`src/rtl/demux_3s_32b_buf.sv`:
```
// demux_3s_32b_buf: 1-to-8 routing demultiplexer for DW-bit words.
// A single producer hands one word per cycle to this block, which steers it
// by a 3-bit select into one of eight 1-entry holding registers. Each holding
// register presents its word to an independent consumer.
//
// Handshake semantics (all channels): a transfer happens on a rising clk edge
// where valid=1 and ready=1 in the cycle before that edge. A producer holding
// valid=1 with ready=0 must keep its data/select stable. ready never depends
// on the valid of the same channel.
//
// Optional feature macro: DEMUX_BCAST_EN. When it is defined, in_bcast=1
// writes the word into all eight slots at once, provided every slot is free.
// When it is undefined, in_bcast is ignored and no broadcast logic exists.
module demux_3s_32b_buf #(
  parameter int DW   = 32,
  parameter int NOUT = 8
) (
  input  logic                 clk,
  input  logic                 rst_n,
  input  logic                 in_valid,
  output logic                 in_ready,
  input  logic [DW-1:0]        in_data,
  input  logic [2:0]           in_sel,
  input  logic                 in_bcast,
  output logic [NOUT-1:0]      out_valid,
  input  logic [NOUT-1:0]      out_ready,
  output logic [NOUT*DW-1:0]   out_data,
  output logic [7:0]           drop_cnt
);

  localparam logic [7:0] DROP_MAX = 8'hFF;

  // Per-slot holding state.
  logic [NOUT-1:0] valid_q;
  logic [DW-1:0]   data_q [NOUT];
  logic [7:0]      drop_q;

  // Routing and handshake decode.
  logic [NOUT-1:0] slot_free;
  logic [NOUT-1:0] sel_onehot;
  logic [NOUT-1:0] route_mask;
  logic [NOUT-1:0] load_mask;
  logic            ready_c;
  logic            accept;
  logic            stall;

  // A slot can take a new word when it is empty or being drained this cycle;
  // the drain-and-refill case is what gives 1 word/cycle/slot throughput.
  always_comb begin
    slot_free = ~valid_q | out_ready;
  end

  // One-hot decode of the destination index.
  always_comb begin
    sel_onehot         = '0;
    sel_onehot[in_sel] = 1'b1;
  end

`ifdef DEMUX_BCAST_EN
  // Broadcast needs every slot free at once; otherwise route to in_sel only.
  always_comb begin
    ready_c    = slot_free[in_sel];
    route_mask = sel_onehot;
    if (in_bcast) begin
      ready_c    = &slot_free;
      route_mask = '1;
    end
  end
`else
  // Broadcast is not built: in_bcast is deliberately left unused.
  logic bcast_unused;
  assign bcast_unused = in_bcast;

  // Plain select-based routing.
  always_comb begin
    ready_c    = slot_free[in_sel];
    route_mask = sel_onehot;
  end
`endif

  // Accept / stall qualification and the per-slot load strobes.
  always_comb begin
    accept    = in_valid & ready_c;
    stall     = in_valid & ~ready_c;
    load_mask = accept ? route_mask : '0;
  end

  // Slot occupancy: a load wins over a simultaneous drain, so a drained slot
  // that is refilled on the same edge stays valid.
  always_ff @(posedge clk or negedge rst_n) begin
    if (!rst_n) begin
      valid_q <= '0;
    end else begin
      for (int k = 0; k < NOUT; k++) begin
        if (load_mask[k]) begin
          valid_q[k] <= 1'b1;
        end else if (out_ready[k]) begin
          valid_q[k] <= 1'b0;
        end
      end
    end
  end

  // Slot payload: only written on a load; a drain leaves the last word visible.
  always_ff @(posedge clk or negedge rst_n) begin
    if (!rst_n) begin
      for (int k = 0; k < NOUT; k++) begin
        data_q[k] <= '0;
      end
    end else begin
      for (int k = 0; k < NOUT; k++) begin
        if (load_mask[k]) begin
          data_q[k] <= in_data;
        end
      end
    end
  end

  // Saturating count of cycles where the producer offered a word we refused.
  always_ff @(posedge clk or negedge rst_n) begin
    if (!rst_n) begin
      drop_q <= '0;
    end else if (stall && (drop_q != DROP_MAX)) begin
      drop_q <= drop_q + 8'd1;
    end
  end

  // Flatten the slot registers onto the output bus (register-only path).
  always_comb begin
    for (int k = 0; k < NOUT; k++) begin
      out_data[k*DW +: DW] = data_q[k];
    end
  end

  assign in_ready  = ready_c;
  assign out_valid = valid_q;
  assign drop_cnt  = drop_q;

endmodule

```
`config.mk`:
```
export PLATFORM = sky130hd
export DESIGN_NAME = demux_3s_32b_buf
export DESIGN_NICKNAME = d
export VERILOG_FILES = /design/src/rtl/demux_3s_32b_buf.sv
export SDC_FILE = /design/constraint.sdc
export NUM_CORES = 1
export LEC_CHECK = 0
export ABC_AREA = 1
export CAP_MARGIN = 20
export CELL_PAD_IN_SITES_DETAIL_PLACEMENT = 0
export CELL_PAD_IN_SITES_GLOBAL_PLACEMENT = 1
export CORE_UTILIZATION = 39
export CTS_CLUSTER_SIZE = 12
export DETAILED_ROUTE_END_ITERATION = 16
export GPL_ROUTABILITY_DRIVEN = 1
export PLACE_DENSITY_LB_ADDON = 0.12
export RECOVER_POWER = 100
export SYNTH_ARGS = -nofsm -noshare
export SYNTH_HDL_FRONTEND = slang
export SYNTH_SLANG_ARGS = --single-unit
```
`constraint.sdc`:
```
create_clock -name clk -period 4.35 [get_ports clk]
set_input_delay 0.87 -clock clk [delete_from_list [all_inputs] [get_ports clk]]
set_output_delay 0.87 -clock clk [all_outputs]
set_load 0.01 [all_outputs]
```
Word-level counts from Yosys, hierarchy flattened
Cells that the tools add are included.
{"block": "classes", "add_sub_neg": 1, "order_cmp": 2, "eq_ne": 1, "mux": 21, "bitwise_logic": 5, "n_reduce_logical": 10}
{"cell": "$mux W1", "n": 18}
{"cell": "$reduce_bool A2 Y1", "n": 8}
{"cell": "$add A8 B1 Y8 const B", "n": 1}
{"cell": "$mux W8", "n": 1}
{"cell": "$ne A8 B8 Y1 const B", "n": 1}
{"cell": "$not A8 Y8", "n": 1}
{"cell": "$or A8 B8 Y8", "n": 1}
{"cell": "$lt A3 B4 Y1 const B", "n": 1}
{"cell": "$bmux W1 S3", "n": 1}
{"cell": "$demux W1 S3", "n": 1}
{"cell": "$ge A3 B1 Y1 const B", "n": 1}
{"cell": "$and A1 B1 Y1", "n": 2}
{"cell": "$logic_and A1 B1 Y1", "n": 2}
{"cell": "$not A1 Y1", "n": 1}
{"block": "totals", "register_bits": 272, "inputBits": 47, "elab_cells": 57}

Longest topological paths before layout
Gate-level depths: netlist of run 1.
{"block": "depth", "ltp_word": 7, "mapped_depth": 11}

Least setup slack after synthesis of run 1
OpenSTA, ideal clock, no wires.
{"block": "synth_path", "path_kind": "input to output", "startpoint": "in in_sel[0]", "endpoint": "out in_ready", "arrival_ns": 1.694, "t_required_ns": 3.480, "path_slack_ns": 1.786, "path_stages": 7, "n_path_buf": 1, "path_cell_list": "inv_2 nand3_1 nor2_1 nor2_1 nand2_1 nor2_2 buf_1"}
{"block": "synth_between", "elab_chain_cells": 2}
{"item": "start, declared", "line": "23", "rtl": "input logic [2:0] in_sel,"}
{"item": "$bmux W1 S3", "line": "76", "rtl": "ready_c = slot_free[in_sel];"}
{"item": "$mux W1 (implied by the code)", "line": "76"}
{"item": "end, declared", "line": "21", "rtl": "output logic in_ready,"}
Every way passes these cells. The select of a mux whose other input is x is not followed.

Final worst setup path of run 1
Ends and elaborated chain as after synthesis.

==> metrics.cfg, run 1 <==
[finish]
area_growth_pct=34.75
layout.nets=1590
layout-drive-gt1-share_pct=4.662
fillerInstances=2815
diodes=0

[detailed_routing]
m1WireLength_mm=17.06
route.antenna.remaining_nets=0
drt_first_iter_violations=774
met2_wirelength_mm=18.45
detailroute.wirelength.met3_mm=3.082
maxUsedRoutingLayer=met4
wl_per_cell_um=20.26
vias=10360
post-route-drc-count=0
detail_route.wirelength_mm=39.63
detailedRoute.firstPassIterationCount=4
avgViaCountPerCell=5.299

[sta]
maxSlewHeadroom_pct=-88.80
timing.final.crit_share_pct=88.93
slack_of_the_critical_path_ns=0.4815
worst_clock_skew_ns=0.01866
finalSetupTns_ns=0
final_max_slew_viol_count=424
hold_violations=0
max_freq_mhz=258.5
timing_worst_slew_pin_value_ns=2.832
final.min_clock_period_ns=3.868
timing.final.setup_violations=0
rsz_0062_raised_after_global_routing=no

[floorplanning]
std_cell_rows=63
placeableCoreArea_sq_um=29640
dieArea_sq_um=30770
die_w_um=175.4
io_pins=320
die_height_um=175.4
initial_core_util_pct=39.57

[placement]
port_buffers=318
placement.setup.worst_slack_ns=0.6877
place.gp.congestion=0.7986
dp_hpwl_mm=24.71

[grt]
pin_count_of_the_biggest_net_entering_global_routing=126
antenna_found_initial=0
wire_length_of_the_first_global_routing_pass_mm=61.20
grt_pass1_vias=9992
gr-total-overflow=0
gr-usage-all-layers_pct=25.67

[clocking]
cts-root-to-sink-buffers=3
path_clk_slew_ns=0.06
postCtsSetupRepairBufs=0
cts_max_level=1
cts_tree=yes
clk_tree_root_cell=sky130_fd_sc_hd__clkbuf_16
cts_repair_resize_count=0
hold_buffers=0
cts-buffers-inserted=30
clk-insertion-delay-late_ns=0.55
cts.sink_count=272

[yosys]
synth-edff-count=0
postSynthCellCount=1312
syn-mean-instance-area_sq_um=8.939
post-synth-top-count-cell=sky130_fd_sc_hd__nand2_1
synthFlopType=sky130_fd_sc_hd__dfrtp_1
synthDistinctLibCells=22
synthArstFlopShare_pct=100.0
synth-seq-cells=272
netlist_top_cells_count=sky130_fd_sc_hd__nand2_1, sky130_fd_sc_hd__dfrtp_1, sky130_fd_sc_hd__nand4_1
syn-cell-area_sq_um=11730
netlist.area_leader.share_pct=58.04
synth-seq-area-share_pct=58.04
synthesis.nets=1360
synth_largest_area_cell=sky130_fd_sc_hd__dfrtp_1
yosysWarningCount=0
synth_area_leaders=sky130_fd_sc_hd__dfrtp_1, sky130_fd_sc_hd__nand2_1, sky130_fd_sc_hd__nand4_1

[critical_path]
critPathKind=in2out
critical_path_peak_fanout=6
worstPathRequired_ns=3.48
crit_path_capture_type=primary output
critical_path.reg2reg.startpoint=out_valid[7]
setup.worst_path.start=in_sel[0]
cp_data_arrival_time_ns=3.00
crit_path_start_kind=input port

[run]
maxCapViolCount=9

[power]
ir_worst_vdd_mv=0.2886
p_sw_uw=2347
p_seq_share_pct=42.3
pwr_density_cell_nw_per_um2=496.1
report.power.total_uw=7840
power.combinational.fraction_pct=24.4
swShare_pct=29.93
internal_uw=5494
power.share.clock_pct=33.3
p_leak_uw=0.008222

[worst_hold_path]
hp-start=out_data[102]
timing.hold.worst.class=reg2reg

[status]
outcome=finished with violations
failed_checks=capacitance limit, slew limit

-- cell type report --
cell class	count	area, sq um	area share [%]
Sequential cell	272	6807	43.07
Tap cell	390	488.0	3.088
Clock buffer	48	929.6	5.883
Clock inverter	8	90.09	0.5701
Timing Repair Buffer	335	3326	21.05
Multi-Input combinational cell	875	4058	25.68
Inverter	28	105.1	0.6651
-- placed cells by master, fill, tap and decap left out, types with 6 or more instances in the layout --
master | netlist | routed
sky130_fd_sc_hd__inv_1 | 20 | 24
sky130_fd_sc_hd__clkinv_2 | 0 | 6
sky130_fd_sc_hd__clkbuf_1 | 53 | 8
sky130_fd_sc_hd__nor2_1 | 19 | 21
sky130_fd_sc_hd__buf_4 | 6 | 11
sky130_fd_sc_hd__clkbuf_16 | 0 | 31
sky130_fd_sc_hd__clkbuf_8 | 0 | 9
sky130_fd_sc_hd__dfrtp_1 | 272 | 272
sky130_fd_sc_hd__nand3_1 | 17 | 19
sky130_fd_sc_hd__clkdlybuf4s50_1 | 0 | 43
sky130_fd_sc_hd__nand4_1 | 256 | 263
sky130_fd_sc_hd__nand2_1 | 559 | 559
sky130_fd_sc_hd__dlygate4sd3_1 | 0 | 273
-- metrics by stage --
step	utilization (%)	hold WS, ns	cells	cell area (sq um)
CTS	53.82	0.4015	1956	15950
finish	53.32	0.4614	1956	15800
floorplan	-	0.5059	1312	11730
global route	53.32	0.4818	1956	15800
global placement	50.38	0.4527	1900	14930
detailed placement	50.38	0.4571	1900	14930
-- power groups by stage --
stage / Sequential (uW) / Combinational, uW / Clock, uW
after floorplan: 3570 / 550 / 0
after global placement: 3370 / 2110 / 0
after detailed placement: 3380 / 2120 / 0
after CTS: 3340 / 2130 / 2660
after global routing: 3380 / 2090 / 2760
final: 3320 / 1910 / 2610
-- sequential cells by signal (all words and copies together), names as in the netlist --
name       flops
drop_cnt       8
out_valid      8
out_data     256
-- kinds of logic after synthesis --
| family | count (synthesis) | synth area share (%) |
|---|---|---|
| AOI/OAI and AO/OA | 2 | 0.09601 |
| xor gates and xnor gates | 6 | 0.4481 |
| adders and majority gates | 1 | 0.1067 |
| buffers and inverters | 165 | 6.295 |
| DFF | 272 | 58.04 |
| and+or+nand+nor | 866 | 35.02 |
-- final timing paths --
check / cells after the start / end / slack, ns
setup / recovery: 8 / in_ready / 0.48
hold / removal: 2 / out_data[102] / 0.46
setup reg to reg: 8 / out_data[116] / 1.32
hold reg to reg: 2 / out_data[102] / 0.46
max in group asynchronous: 2 / out_data[239] / 0.97
min in group asynchronous: 1 / out_data[35] / 1.16
-- critical path, cell delays in order --
cell and delay, ns:
sky130_fd_sc_hd__clkdlybuf4s50_1 0.63, sky130_fd_sc_hd__inv_1 0.18, sky130_fd_sc_hd__nand3_1 0.12, sky130_fd_sc_hd__nor2_1 0.05
sky130_fd_sc_hd__nor2_1 0.10, sky130_fd_sc_hd__nand2_1 0.06, sky130_fd_sc_hd__nor2_1 0.26, sky130_fd_sc_hd__dlygate4sd3_1 0.73
-- per-layer routing --
layer / GRT usage, % / up-vias
met5: 0 / -
met4: 6.884 / 0
met3: 6.039 / 56
met2: 40.79 / 358
met1: 35.18 / 5091
li1: - / 4859
No activity file was read; power rests on OpenSTA's default activity.
==> inputs of run 2 (changes only) <==
GPL_ROUTABILITY_DRIVEN = 0   (was 1)
SETUP_SLACK_MARGIN = 0.2   (was default)
==> results of run 2 <==
Same layout as run 1: the final DEF is identical, and so are final timing and power.
==> inputs of run 3 (changes only) <==
SKIP_LAST_GASP = 1   (was default)
==> results of run 3 <==
Same layout as run 1: the final DEF is identical, and so are final timing and power.
